**src/rtl/otl_capture_ctrl.sv**
```systemverilog
// Capture sequencer: arms on software request, optionally waits for a trigger,
// stores exactly len_i packed words in a FWFT FIFO and streams them out.
module otl_capture_ctrl #(
   parameter int DEPTH_LOG2 = 3,
   parameter int LEN_W      = 16
) (
   input  logic             clk,
   input  logic             rst_n,
   input  logic             arm_i,
   input  logic             abort_i,
   input  logic [LEN_W-1:0] len_i,
   input  logic             trig_mode_i,
   input  logic             trig_i,
   input  logic [31:0]      data_i,
   input  logic             frame_i,
   output logic [31:0]      data_o,
   output logic             valid_o,
   input  logic             ready_i,
   output logic             last_o,
   output logic             busy_o,
   output logic             done_o,
   output logic             ovf_o,
   output logic [LEN_W-1:0] count_o
);
   localparam int DEPTH = 1 << DEPTH_LOG2;
   localparam logic [DEPTH_LOG2:0] PTR_ONE = 1;
   localparam logic [LEN_W-1:0]    CNT_ONE = 1;

   typedef enum logic [1:0] {S_IDLE, S_WAIT_TRIG, S_CAPTURE, S_DRAIN} state_t;

   state_t              r_state, w_state_nxt;
   logic [DEPTH_LOG2:0] r_wptr, r_rptr;
   logic [32:0]         r_mem [DEPTH];
   logic [LEN_W-1:0]    r_len, r_cnt;
   logic                r_ovf, r_done;

   logic [32:0]      w_head;
   logic [LEN_W-1:0] w_cnt_inc;
   logic             w_empty, w_full, w_pop, w_cap, w_push, w_drop;
   logic             w_final, w_arm_ok, w_final_pop;

   assign w_empty   = (r_wptr == r_rptr);
   assign w_full    = (r_wptr[DEPTH_LOG2] != r_rptr[DEPTH_LOG2]) &&
                      (r_wptr[DEPTH_LOG2-1:0] == r_rptr[DEPTH_LOG2-1:0]);
   assign w_head    = r_mem[r_rptr[DEPTH_LOG2-1:0]];
   // Abort wins over every other action in the same cycle.
   assign w_pop     = !w_empty && ready_i && !abort_i;
   assign w_cap     = (r_state == S_CAPTURE) && frame_i && !abort_i;
   assign w_push    = w_cap && !w_full;
   assign w_drop    = w_cap && w_full;
   assign w_cnt_inc = r_cnt + CNT_ONE;
   assign w_final   = w_push && (w_cnt_inc == r_len);
   assign w_arm_ok  = (r_state == S_IDLE) && arm_i && (len_i != '0) && !abort_i;
   assign w_final_pop = (r_state == S_DRAIN) && w_pop && w_head[32];

   always_ff @(posedge clk) begin
      if (!rst_n) r_state <= S_IDLE;
      else        r_state <= w_state_nxt;
   end

   always_comb begin
      w_state_nxt = r_state;
      if (abort_i) begin
         w_state_nxt = S_IDLE;
      end else begin
         case (r_state)
            S_IDLE:      if (w_arm_ok) w_state_nxt = trig_mode_i ? S_WAIT_TRIG : S_CAPTURE;
            S_WAIT_TRIG: if (trig_i) w_state_nxt = S_CAPTURE;
            S_CAPTURE:   if (w_final) w_state_nxt = S_DRAIN;
            S_DRAIN:     if (w_final_pop) w_state_nxt = S_IDLE;
            default:     w_state_nxt = S_IDLE;
         endcase
      end
   end

   always_ff @(posedge clk) begin
      if (!rst_n) begin
         r_wptr <= '0;
         r_rptr <= '0;
         r_len  <= '0;
         r_cnt  <= '0;
         r_ovf  <= 1'b0;
         r_done <= 1'b0;
      end else begin
         r_done <= w_final_pop;
         if (abort_i) begin
            r_wptr <= '0;
            r_rptr <= '0;
         end else begin
            if (w_push) r_wptr <= r_wptr + PTR_ONE;
            if (w_pop)  r_rptr <= r_rptr + PTR_ONE;
         end
         if (w_arm_ok) begin
            r_len <= len_i;
            r_cnt <= '0;
            r_ovf <= 1'b0;
         end else begin
            if (w_push) r_cnt <= w_cnt_inc;
            if (w_drop) r_ovf <= 1'b1;
         end
      end
   end

   // Storage is not reset; contents are only observed through valid_o.
   always_ff @(posedge clk) begin
      if (w_push) r_mem[r_wptr[DEPTH_LOG2-1:0]] <= {w_final, data_i};
   end

   assign valid_o = !w_empty;
   assign data_o  = valid_o ? w_head[31:0] : 32'h0;
   assign last_o  = valid_o && w_head[32];
   assign busy_o  = (r_state != S_IDLE);
   assign done_o  = r_done;
   assign ovf_o   = r_ovf;
   assign count_o = r_cnt;
endmodule

```
**config.mk**
```make
export PLATFORM = sky130hd
export DESIGN_NAME = otl_capture_ctrl
export DESIGN_NICKNAME = d
export VERILOG_FILES = /design/src/rtl/otl_capture_ctrl.sv
export SDC_FILE = /design/constraint.sdc
export NUM_CORES = 1
export LEC_CHECK = 0
export BUFFER_PORTS_ARGS = -buffer_cell sky130_fd_sc_hd__buf_2
export CAP_MARGIN = 20
export CORE_MARGIN = 10
export CORE_UTILIZATION = 45
export CTS_BUF_LIST = sky130_fd_sc_hd__clkbuf_8
export DETAILED_ROUTE_END_ITERATION = 10
export PLACE_DENSITY = 0.61
export SETUP_SLACK_MARGIN = 0.5
export SLEW_MARGIN = 5
export SYNTH_ARGS = -nofsm -noshare
export SYNTH_HDL_FRONTEND = slang
export SYNTH_SLANG_ARGS = --single-unit
```
**constraint.sdc**
```tcl
create_clock -name clk -period 15.3 [get_ports clk]
set_input_delay 0.765 -clock clk [delete_from_list [all_inputs] [get_ports clk]]
set_output_delay 0.765 -clock clk [all_outputs]
set_load 0.1 [all_outputs]
```
Word level (Yosys, flattened, before mapping)

Memories as Yosys holds them, arrays and structs flattened. A register that Yosys moved wholly into a read port is not among the register bits.
Cells that the tools add are included.

Output and inout bits: 53
Word-level logic and storage cells: 57
Bits of input ports: 56
Memories: 1
Memory bits (writable): 264
Register bits: 44

Reduce and logical (&&, ||, !) cells: 23
Eq/ne operators: 11
Bitwise operators: 1
Add/sub/neg operators: 3
Mux-type cells: 11

Memories:

| memory | words | bits a word | rd ports | clocked after memory_dff | write ports | RTL line | RTL |
|---|---|---|---|---|---|---|---|
| r_mem  | 8     | 33          | 1        | 1                        | 1           | 33       | `logic [32:0] r_mem [DEPTH];` |

Operators by type and width:

| operator                                                         | count |
|---|---|
| 32-bit 2-to-1 mux                                                | 1 |
| 16-bit by 1-bit adder with 16-bit output (second input constant) | 1 |
| 16-bit == test                                                   | 1 |
| 16-bit nonzero test                                              | 1 |
| 1-bit logical AND                                                | 14 |
| 2-bit 2-to-1 mux                                                 | 5 |
| 4-bit by 1-bit adder with 4-bit output (second input constant)   | 2 |
| 2-bit inequality test (second input constant)                    | 4 |
| 2-bit one-hot mux with 4 select lines                            | 1 |
| 3-bit 2-to-1 mux                                                 | 2 |
| 2-bit == test (second input constant)                            | 2 |
| 4-bit == test                                                    | 1 |
| 4-bit AND reduction                                              | 1 |
| 2-bit OR reduction                                               | 2 |
| 3-bit == test                                                    | 1 |
| 1-bit zero test                                                  | 3 |
| 2-bit by 1-bit == test with 1-bit output (second input constant) | 1 |
| 2-bit zero test                                                  | 1 |
| 1-bit 2-to-1 mux                                                 | 2 |
| 2-bit nonzero test                                               | 1 |
| 1-bit inequality test                                            | 1 |
| 1-bit NOT                                                        | 1 |

Longest topological paths before layout

Gate-level depths: netlist of run 1.

Depth after elaboration: 8
Mapped depth: 10
Depth with buffers taken out: 9

Least setup slack after synthesis of run 1

Ideal clock, no wire load.

Path type: input to register
Start: in abort_i
End: mem r_mem[1][0], enable pin
Buffers on the path: 1
Required time: 14782 ps
Arrival time: 4713 ps
Stages: 4
Path slack: 10069 ps
Setup time: 518 ps
Cells stage by stage: and3b_1 > nand2b_1 > clkbuf_1 > nor4b_1

Longest elaborated chain between the ends: 5

RTL lines:

| what                                   | RTL line | RTL |
|---|---|---|
| start, declared                        | 10       | `input logic abort_i,` |
| 1-bit zero test                        | 48       | `assign w_cap = (r_state == S_CAPTURE) && frame_i && !abort_i;` |
| 1-bit logical AND                      | 48       |  |
| 1-bit logical AND                      | 49       | `assign w_push = w_cap && !w_full;` |
| 1-bit 2-to-1 mux                       | 106      | `if (w_push) r_mem[r_wptr[DEPTH_LOG2-1:0]] <= {w_final, data_i};` |
| 1-bit 2-to-1 mux (not written as such) | 106      |  |
| end, declared                          | 33       |  |

No other way between the ends.

==> metrics, run 1 <==
Post-Route WL=about 27000 um; Initial Util=0.460; DR vias/cell=roughly 5.4; drt drc=0; power density cells=112 nW/um2; Peak VDD IR=0.0589 mV; Post-Syn Area=roughly 13000 um2; Setup Skew=around 0.013 ns; area delta synth->final=15.2%; input/output buffers=about 110; Skew-Pair Late Insertion Delay=between 0.5 and 0.6 ns; post-route ant nets=0; # hold bufs at CTS=0; wire per inst=21.5 um; pin count of the biggest net entering global routing=67; commonest non-fill, non-tap cell in the layout=edfxtp_1; CP max FO=36; main flop type after synthesis=edfxtp_1; Die Ht=187 um; busiest grt layer=met2; sw power=between 300 and 400 uW; asr flop ratio synth=0; first-pass GRT wire length=42300 um; sw frac=0.214; GR met2 Demand/Resource=0.254; number of buffers and inverters on the critical path=2; HPWL Detailed=16100 um; drt pass-1 iters=4; Net Count, Synth=772; status=complete, no violations; Synth cell types=52; Reg power frac=0.575; Fmax=241 MHz; fill count=2247; Internal Pwr Total=1.27 mW; total core area=between 20000 and 30000 um2; cell row count=60; Slew Limit Fails=0; WHS Path Cells=3; Comb pwr share=0.032; routing usage on met3=0.0335; nets@finish=911; CTS sink count=311; Pleak=4.87 nW; worst-margin pin slew=1.05 ns; Hold Vio Cnt, Final=0; DIE AREA=34800 um2; final core occ=0.530; delay-heaviest family, CP=buffers and inverters; clock period minus worst slack=4.15 ns; R2R depth=7; average size of a mapped cell=17.7 um2; Pwr Total=1.61 mW; Slowest-stage cell, CP=dfxtp_4; H-tree depth reported by CTS=2; CP startpoint kind=register; CP endpoint kind=output port; clock share of power=0.392; CTS max path bufs=3; Ys Warns=0; CTS root buf=clkbuf_8; cts bufs inserted=50; Final GP Congestion=slightly below 0.8; CTS tree=built; Final setup viols=0; setup TNS=0 ns; worst hold path class=input port to register; Post-synth EDFFs=roughly 260; multi-input logic area=~3500 um2; Final period util=0.271; Critical Path Max Stage Delay=0.75 ns; RSZ-0062 raised after global routing=no; Max Cap Viol=0; CTS resizes=0; vias in the first global route=around 7000; register area share after synthesis=0.709; critical path class=register to output port; Starting DRT DRC Count=475; most frequent cells in the layout=edfxtp_1, buf_2, nor2_1; Post-CTS Setup Bufs=0; antenna violations before repair=0; Tot GR Track Use=0.153; Post-Synthesis Cells=708; crit path cell chain=buf_4 > mux4_2 > mux2i_1 > nor2_1 > buf_2; M1 GR Usage=0.201; Top Ports=between 100 and 150; data arrival time of the worst path=3.39 ns; grt total ovfl=0; die width=187 um; sequential cell area=8880 um2; share of layout cells above drive strength 1=0.307; Crit path required time=14.53 ns; FF+latch count, synth=between 300 and 400; CTS clk-pin slew, worst paths=about 0.06 ns; Worst slew margin=0.300; via count=6740; Worst path depth=5
state kept, by name, indices dropped and copies added (netlist names), named ones only:
register	flops
r_state	2
count_o	16
done_o	1
r_wptr	4
ovf_o	1
r_rptr	4
r_len	16
r_mem	264
through the flow:
stage	cell area (um2)	setup WS [ns]	std cells	hold slack (ns)
2_1_floorplan	12500	10.07	708	0.470
3_3_place_gp	13500	11.62	1167	0.469
3_5_place_dp	13500	11.59	1167	0.469
4_1_cts	14400	10.97	1255	0.432
5_1_grt	14400	10.83	1255	0.448
6_report	14400	11.15	1256	0.468
power groups by stage:
stage | clock network [mW] | registers [mW] | logic, mW
3_5_place_dp | 0 | 0.943 | 0.0525
3_3_place_gp | 0 | 0.943 | 0.0496
4_1_cts | 0.651 | 0.925 | 0.0526
5_1_grt | 0.692 | 0.925 | 0.0573
2_1_floorplan | 0 | 0.943 | 0.0299
6_report | 0.631 | 0.926 | 0.0521
cell usage after synthesis, types with 2 or more instances:
cell / n / area [um2]
mux4_2: 66 / 1490
mux2i_1: 50 / 500
xnor2_1: 26 / 228
nand3_1: 13 / 65.1
buf_4: 2 / 15.0
buf_2: 3 / 15.0
buf_1: 10 / 37.5
edfxtp_1: 264 / 7930
ha_1: 8 / 100
clkbuf_1: 18 / 67.6
nand2b_1: 2 / 12.5
nand2_1: 21 / 78.8
nor2_1: 79 / 297
nand4_1: 4 / 25.0
inv_1: 8 / 30.0
o21ai_0: 5 / 25.0
a22oi_1: 2 / 15.0
a21oi_1: 10 / 50.1
or3_1: 2 / 12.5
xor2_1: 19 / 166
nor4_1: 6 / 37.5
nor3b_1: 4 / 30.0
a311oi_1: 2 / 17.5
dfxtp_1: 47 / 941
buf_6: 2 / 22.5
nor4b_1: 2 / 17.5
nor3_1: 8 / 40.0
tightest hold or removal path, delay by kind of cell:
kind / cells / cell delay [ns]
buffers and inverters: 1 / 0.09
and+or+nand+nor: 1 / 0.07
muxes: 1 / 0.06
cell families after synthesis:
group,share of synthesized area
AO/OA/AOI/OAI,0.0153
XOR/XNOR,0.0315
adder cells (fa/ha/maj),0.00801
buffers and inverters,0.0160
flip-flops,0.709
multiplexers,0.160
AND/OR/NAND/NOR,0.0599
path summary, 6_finish.rpt:
check | from | end | slack, ns
max | register | last_o | 11.15
min | len_i[11] | r_len[11] | 0.47
max reg2reg | register | r_state[1] | 11.70
min reg2reg | ovf_o | ovf_o | 0.48
final cells by class:
cell class	count	share of cell area
inverter	10	0.00295
multi-input combinational	352	0.242
clock buffer	51	0.0488
clock inverter	37	0.0126
antenna	1	0.000174
timing repair buffer	122	0.0448
sequential	311	0.617
tap	372	0.0323
metal layers:
metal | routed length (um) | vias to the layer above
met5 | 0 | -
met4 | 340 | 0
met3 | 1280 | 28
met2 | 13400 | 183
met1 | 12100 | 3479
li1 | - | 3050
Power figures use the tool's default switching activity.
==> run 2: changes to the inputs <==
--- a/config.mk
+++ b/config.mk
@@ -5,13 +5,14 @@
 export SDC_FILE = /design/constraint.sdc
 export NUM_CORES = 1
 export LEC_CHECK = 0
+export ABC_AREA = 1
 export BUFFER_PORTS_ARGS = -buffer_cell sky130_fd_sc_hd__buf_2
 export CAP_MARGIN = 20
 export CORE_MARGIN = 10
 export CORE_UTILIZATION = 45
 export CTS_BUF_LIST = sky130_fd_sc_hd__clkbuf_8
 export DETAILED_ROUTE_END_ITERATION = 10
-export PLACE_DENSITY = 0.61
+export PLACE_DENSITY = 0.63
 export SETUP_SLACK_MARGIN = 0.5
 export SLEW_MARGIN = 5
 export SYNTH_ARGS = -nofsm -noshare
==> constraint.sdc (replaced) <==
create_clock -name clk -period 3.55 [get_ports clk]
set_input_delay 0.1775 -clock clk [delete_from_list [all_inputs] [get_ports clk]]
set_output_delay 0.1775 -clock clk [all_outputs]
set_load 0.1 [all_outputs]
==> run 2 against run 1 <==
Effect of this change:
- total power rose to 4.6 times the previous value
- register-to-register slack got worse by 11 ns
- synthesized cell count increased by 67%
- critical path type unchanged
==> metrics, run 2 <==
status=complete, no violations; Final setup viols=0; CP startpoint kind=register; max reg flops=264; worst-margin pin slew=~0.63 ns; most common cell in the netlist=edfxtp_1; Crit path required time=3.37 ns; share of layout cells above drive strength 1=0.182; worst hold path class=input port to register; FF+latch count, synth=approximately 310; r2r startpoint=count_o[1]; antenna violations before repair=1; Final period util=0.807; Slew Limit Fails=0; Post-Syn Area=12900 um2; vias in the first global route=9692; cts bufs inserted=50; Post-synth top cells=edfxtp_1, nor2_1, o21ai_0; Worst slew margin=0.581; HPWL Detailed=~19000 um; Setup Skew=~0.017 ns; Top Ports=109; critical path class=register to output port; Net Count, Synth=between 1000 and 1500; area leader, netlist=edfxtp_1; Post-Route WL=32000 um; crit path to=data_o[5]; data arrival time of the worst path=between 2 and 3 ns; pin count of the biggest net entering global routing=103; die width=~190 um; grt total ovfl=0; RSZ-0062 raised after global routing=no; FF-to-FF End=r_state[0]; Starting DRT DRC Count=703; fill count=2436; drt drc=0; wire per inst=17.9 um; CTS tree=built; Skew-Pair Late Insertion Delay=~0.57 ns; Tot GR Track Use=0.178; Initial Util=0.460; main flop type after synthesis=edfxtp_1; Die Ht=189 um; DR vias/cell=roughly 5.3; R2R Setup Slk=0.76 ns; R2R depth=17; area delta synth->final=22.9%; drt pass-1 iters=5; final core occ=0.566; CP endpoint kind=output port; via count=9491; Final GP Congestion=0.852; most frequent cells in the layout=edfxtp_1, nor2_1, o21ai_0; commonest non-fill, non-tap cell in the layout=edfxtp_1; CTS root buf=clkbuf_8; cell row count=61; CTS clk-pin slew, worst paths=0.06 ns; Synth cell types=33; top cells by area, synth=edfxtp_1, o21ai_0, dfxtp_1; nets@finish=1435; CTS sink count=311; power density cells=463 nW/um2; asr flop ratio synth=0; CTS max path bufs=3; Post-Synthesis Cells=1183; Max Cap Viol=0; critical path launch point=r_wptr[1]; setup TNS=0 ns; Hold Vio Cnt, Final=0; post-route ant nets=0; CP max FO=33; Synth top area share=0.614; input/output buffers=108; Post-synth EDFFs=roughly 260; total core area=roughly 28000 um2; clock period minus worst slack=2.87 ns; Pleak=5.73 nW; register area share after synthesis=0.686; Peak VDD IR=0.550 mV; DIE AREA=35900 um2; Fmax=349 MHz; first-pass GRT wire length=51600 um; H-tree depth reported by CTS=2; average size of a mapped cell=10.9 um2; Ys Warns=0
==> run 2: cell count changes in the layout (fill, tap and decap cells not counted), moves of 33 or more <==
cell / delta
dlygate4sd3_1: +59
inv_1: +47
mux2i_1: -49
mux4_2: -66
nand2_1: +84
nor2_1: +158
o21ai_0: +197
o22ai_1: +33
==> run 2: per-layer routing <==
| metal | up-vias | GRT usage | share of wire |
|---|---|---|---|
| li1 | 4612 | - | - |
| met1 | 4573 | 0.233 | 0.45 |
| met2 | 252 | 0.294 | 0.48 |
| met3 | 54 | 0.0344 | 0.054 |
| met4 | 0 | 0.0513 | 0.017 |
| met5 | - | 0 | 0 |
==> run 2: stage by stage <==
stage	cells	hold WS [ns]	power, mW	cell area, um2	setup WS, ns
final	1791	0.0377	7.36	15900	0.684
after floorplan	1183	0.276	4.29	13100	0.304
after global placement	1635	0.433	4.42	14200	0.950
after detailed placement	1635	0.435	4.42	14200	0.905
after global routing	1791	0.0639	7.63	15900	0.496
after CTS	1787	0.00625	7.43	15800	0.517
==> run 2: worst max-delay path, stage by stage, from the launching register on <==
cell     delay, ns
dfxtp_1       0.41
inv_1         0.14
nand2_1       0.09
nand2_1       0.06
nand3_1       0.08
nor2_1        0.07
inv_1         0.07
buf_6         0.30
o21ai_0       0.15
a31oi_1       0.25
buf_2         0.48
==> run 2: cells by family after synthesis <==
logic type                 after synthesis  synth area share
AOI/OAI and AO/OA                      314             0.131
xor gates and xnor gates                 4           0.00387
adders and majority gates                8           0.00775
buffers and inverters                  121            0.0359
DFF                                    311             0.686
muxes                                    1          0.000775
and+or+nand+nor                        424             0.135
==> run 2: worst min-delay path by stage <==
stage / cells after the start / from / end / slack [ns]
after floorplan: 0 / data_i[0] / r_mem[0][0] / 0.28
after CTS: 3 / rst_n / r_len[15] / 0.006
after global routing: 3 / rst_n / r_len[15] / 0.06
after detailed placement: 2 / len_i[0] / r_len[0] / 0.44
after global placement: 2 / len_i[0] / r_len[0] / 0.43
final: 3 / rst_n / r_len[15] / 0.04
==> run 2: final cells by class <==
class                      instances  area [um2]  area share
multi-input combinational        751        3870       0.243
clock inverter                    39         235      0.0148
clock buffer                      54         743      0.0468
inverter                          61         235      0.0148
timing repair buffer             196        1460      0.0917
antenna                            1        2.50    0.000158
tap                              378         473      0.0298
sequential                       311        8870       0.559
==> run 2: report_power, final <==
part           total (mW)  switching, mW  internal (mW)
combinational       0.405          0.264          0.141
sequential           4.00         0.0193           3.98
clock                2.96           1.39           1.56
==> run 2: repair_timing <==
action	4_1_cts	5_1_grt
endpoints found under the setup margin	5	31
hold buffers	59	0
pin swaps	0	1
hold endpoints to repair	276	0
buffers inserted	0	3
gates resized for setup	3	21
==> run 3: changes to the inputs <==
==> constraint.sdc (replaced) <==
create_clock -name clk -period 2.3 [get_ports clk]
set_input_delay 0.115 -clock clk [delete_from_list [all_inputs] [get_ports clk]]
set_output_delay 0.115 -clock clk [all_outputs]
set_load 0.1 [all_outputs]
==> run 3 against run 2 <==
Effect of this change:
- the run now ends with setup timing left
- highest routed layer unchanged
- clock-buffer cell count fell by 1
- first-iteration DRC count grew 62%
- flip-flop and latch count is the same
- via count rose by 19%
- critical endpoint is now data_o[7]
- sequential power is 54% higher
==> metrics, run 3 (synthesized netlist as in run 2, its figures left out) <==
drt drc=0; input/output buffers=108; data arrival time of the worst path=2.29 ns; Pleak=7.38 nW; Hold Crit Start=frame_i; Hold Vio Cnt, Final=0; worst hold path class=input port to register; via count=11300; nets@finish=1586; CP max FO=8; worst-margin pin slew=0.612 ns; max reg flops=264; DR vias/cell=5.83; Max Cap Viol=0; setup ws final=-0.100 ns; CTS tree=built; Fmax=between 400 and 500 MHz; CTS root buf=clkbuf_8; Top Ports=around 110; HPWL Detailed=20200 um; most frequent cells in the layout=edfxtp_1, nor2_1, nand2_1; Final setup viols=17; status=finished with violations; Crit path required time=2.18 ns; CP endpoint kind=output port; antenna violations before repair=0; Final Cell Area=between 20000 and 25000 um2; post-route ant nets=0; wire per inst=23.8 um; Final GP Congestion=just under 0.9; cell row count=just over 60; Tot GR Track Use=0.209; Setup Skew=0.0373 ns; drt pass-1 iters=5; critical path class=register to output port; failing checks=setup timing; DP Area=15300 um2; first-pass GRT wire length=59100 um; Final period util=1.04; area delta synth->final=59.6%; Skew-Pair Late Insertion Delay=about 0.6 ns; r2r startpoint=count_o[0]; clock period minus worst slack=roughly 2.4 ns; Slew Limit Fails=0; pin count of the biggest net entering global routing=36; CTS max path bufs=3; die width=between 150 and 200 um; RSZ-0062 raised after global routing=yes; vias in the first global route=between 10000 and 15000; Worst slew margin=0.592; Inserted Diodes=0; H-tree depth reported by CTS=2; DIE AREA=35900 um2; commonest non-fill, non-tap cell in the layout=edfxtp_1; grt total ovfl=0; CP startpoint kind=register; power density cells=565 nW/um2; total core area=28100 um2; Initial Util=0.460; setup TNS=-0.648 ns; share of layout cells above drive strength 1=0.433; Peak VDD IR=roughly 0.45 mV; Post-Route WL=~46000 um; cts bufs inserted=52; CTS clk-pin slew, worst paths=0.06 ns; CTS sink count=311; Starting DRT DRC Count=between 1000 and 1500; Die Ht=189 um
==> run 3: cell types whose count changed in the layout (fill, tap and decap cells not counted), moves of 25 or more <==
| cell | previous run | this run |
|---|---|---|
| nor2_1 | 236 | 191 |
| buf_12 | 5 | 69 |
| nor2_2 | 4 | 37 |
| o21ai_1 | 0 | 68 |
| o21ai_0 | 202 | 43 |
| buf_4 | 21 | 50 |
| buf_16 | 0 | 25 |
| clkbuf_16 | 0 | 29 |
| buf_6 | 4 | 29 |
| o22ai_2 | 0 | 29 |
| o21ai_2 | 1 | 82 |
| o22ai_1 | 34 | 5 |
==> run 3: worst max-delay path, stage by stage (launching register included) <==
cell       delay (ns)
dfxtp_4          0.38
buf_12           0.17
clkinv_16        0.10
buf_12           0.16
clkbuf_16        0.16
nor2_1           0.16
o22ai_2          0.13
o21ai_2          0.20
a31oi_4          0.06
buf_12           0.19
==> run 3: area by class of cell <==
class,instances,area (um2)
Clock buffer,53,729
Clock inverter,41,235
Fill cell,1729,7470
Inverter,61,302
Multi-Input combinational cell,751,5240
Sequential cell,311,8960
Tap cell,378,473
Timing Repair Buffer,344,4670
Timing Repair inverter,1,16.3
==> run 3: power by group <==
part           internal, mW  switching (mW)
Combinational         0.331           0.512
Clock                  2.37            2.28
Sequential             6.13          0.0368
==> run 3: metrics by stage <==
stage / power (mW) / setup slack (ns) / hold slack (ns) / util / instances
after floorplan: 6.68 / -0.159 / 0.214 / - / 1183
after global placement: 6.88 / 0.120 / 0.372 / 0.545 / 1654
after detailed placement: 6.89 / 0.0639 / 0.379 / 0.545 / 1654
after global routing: 12.0 / -0.166 / 0.0855 / 0.734 / 1940
final: 11.7 / -0.100 / 0.0674 / 0.734 / 1940
after CTS: 11.5 / -0.0587 / 0.00222 / 0.657 / 1864
==> run 3: final timing paths <==
kind | end | slack, ns | cells past startpoint
max | data_o[7] | -0.10 | 9
min | ovf_o | 0.07 | 4
max reg2reg | r_mem[1][32] | 0.18 | 10
min reg2reg | ovf_o | 0.46 | 1
==> run 3: what timing repair did <==
item                                   in CTS  in global routing
cloned                                     22                 33
buffers inserted                           41                 43
gates resized for setup                   269                284
setup endpoints to repair                 233                321
pin swaps                                  83                 92
endpoints found under the hold margin     286                  0
hold buffers                               53                  0
==> run 3: routing by layer <==
metal  vias up  part of all wire  track usage
met5         -                 0            0
li1       4969                 -            -
met1      5560              0.38        0.272
met2       654              0.49        0.348
met4         0             0.035       0.0553
met3       125             0.097       0.0437
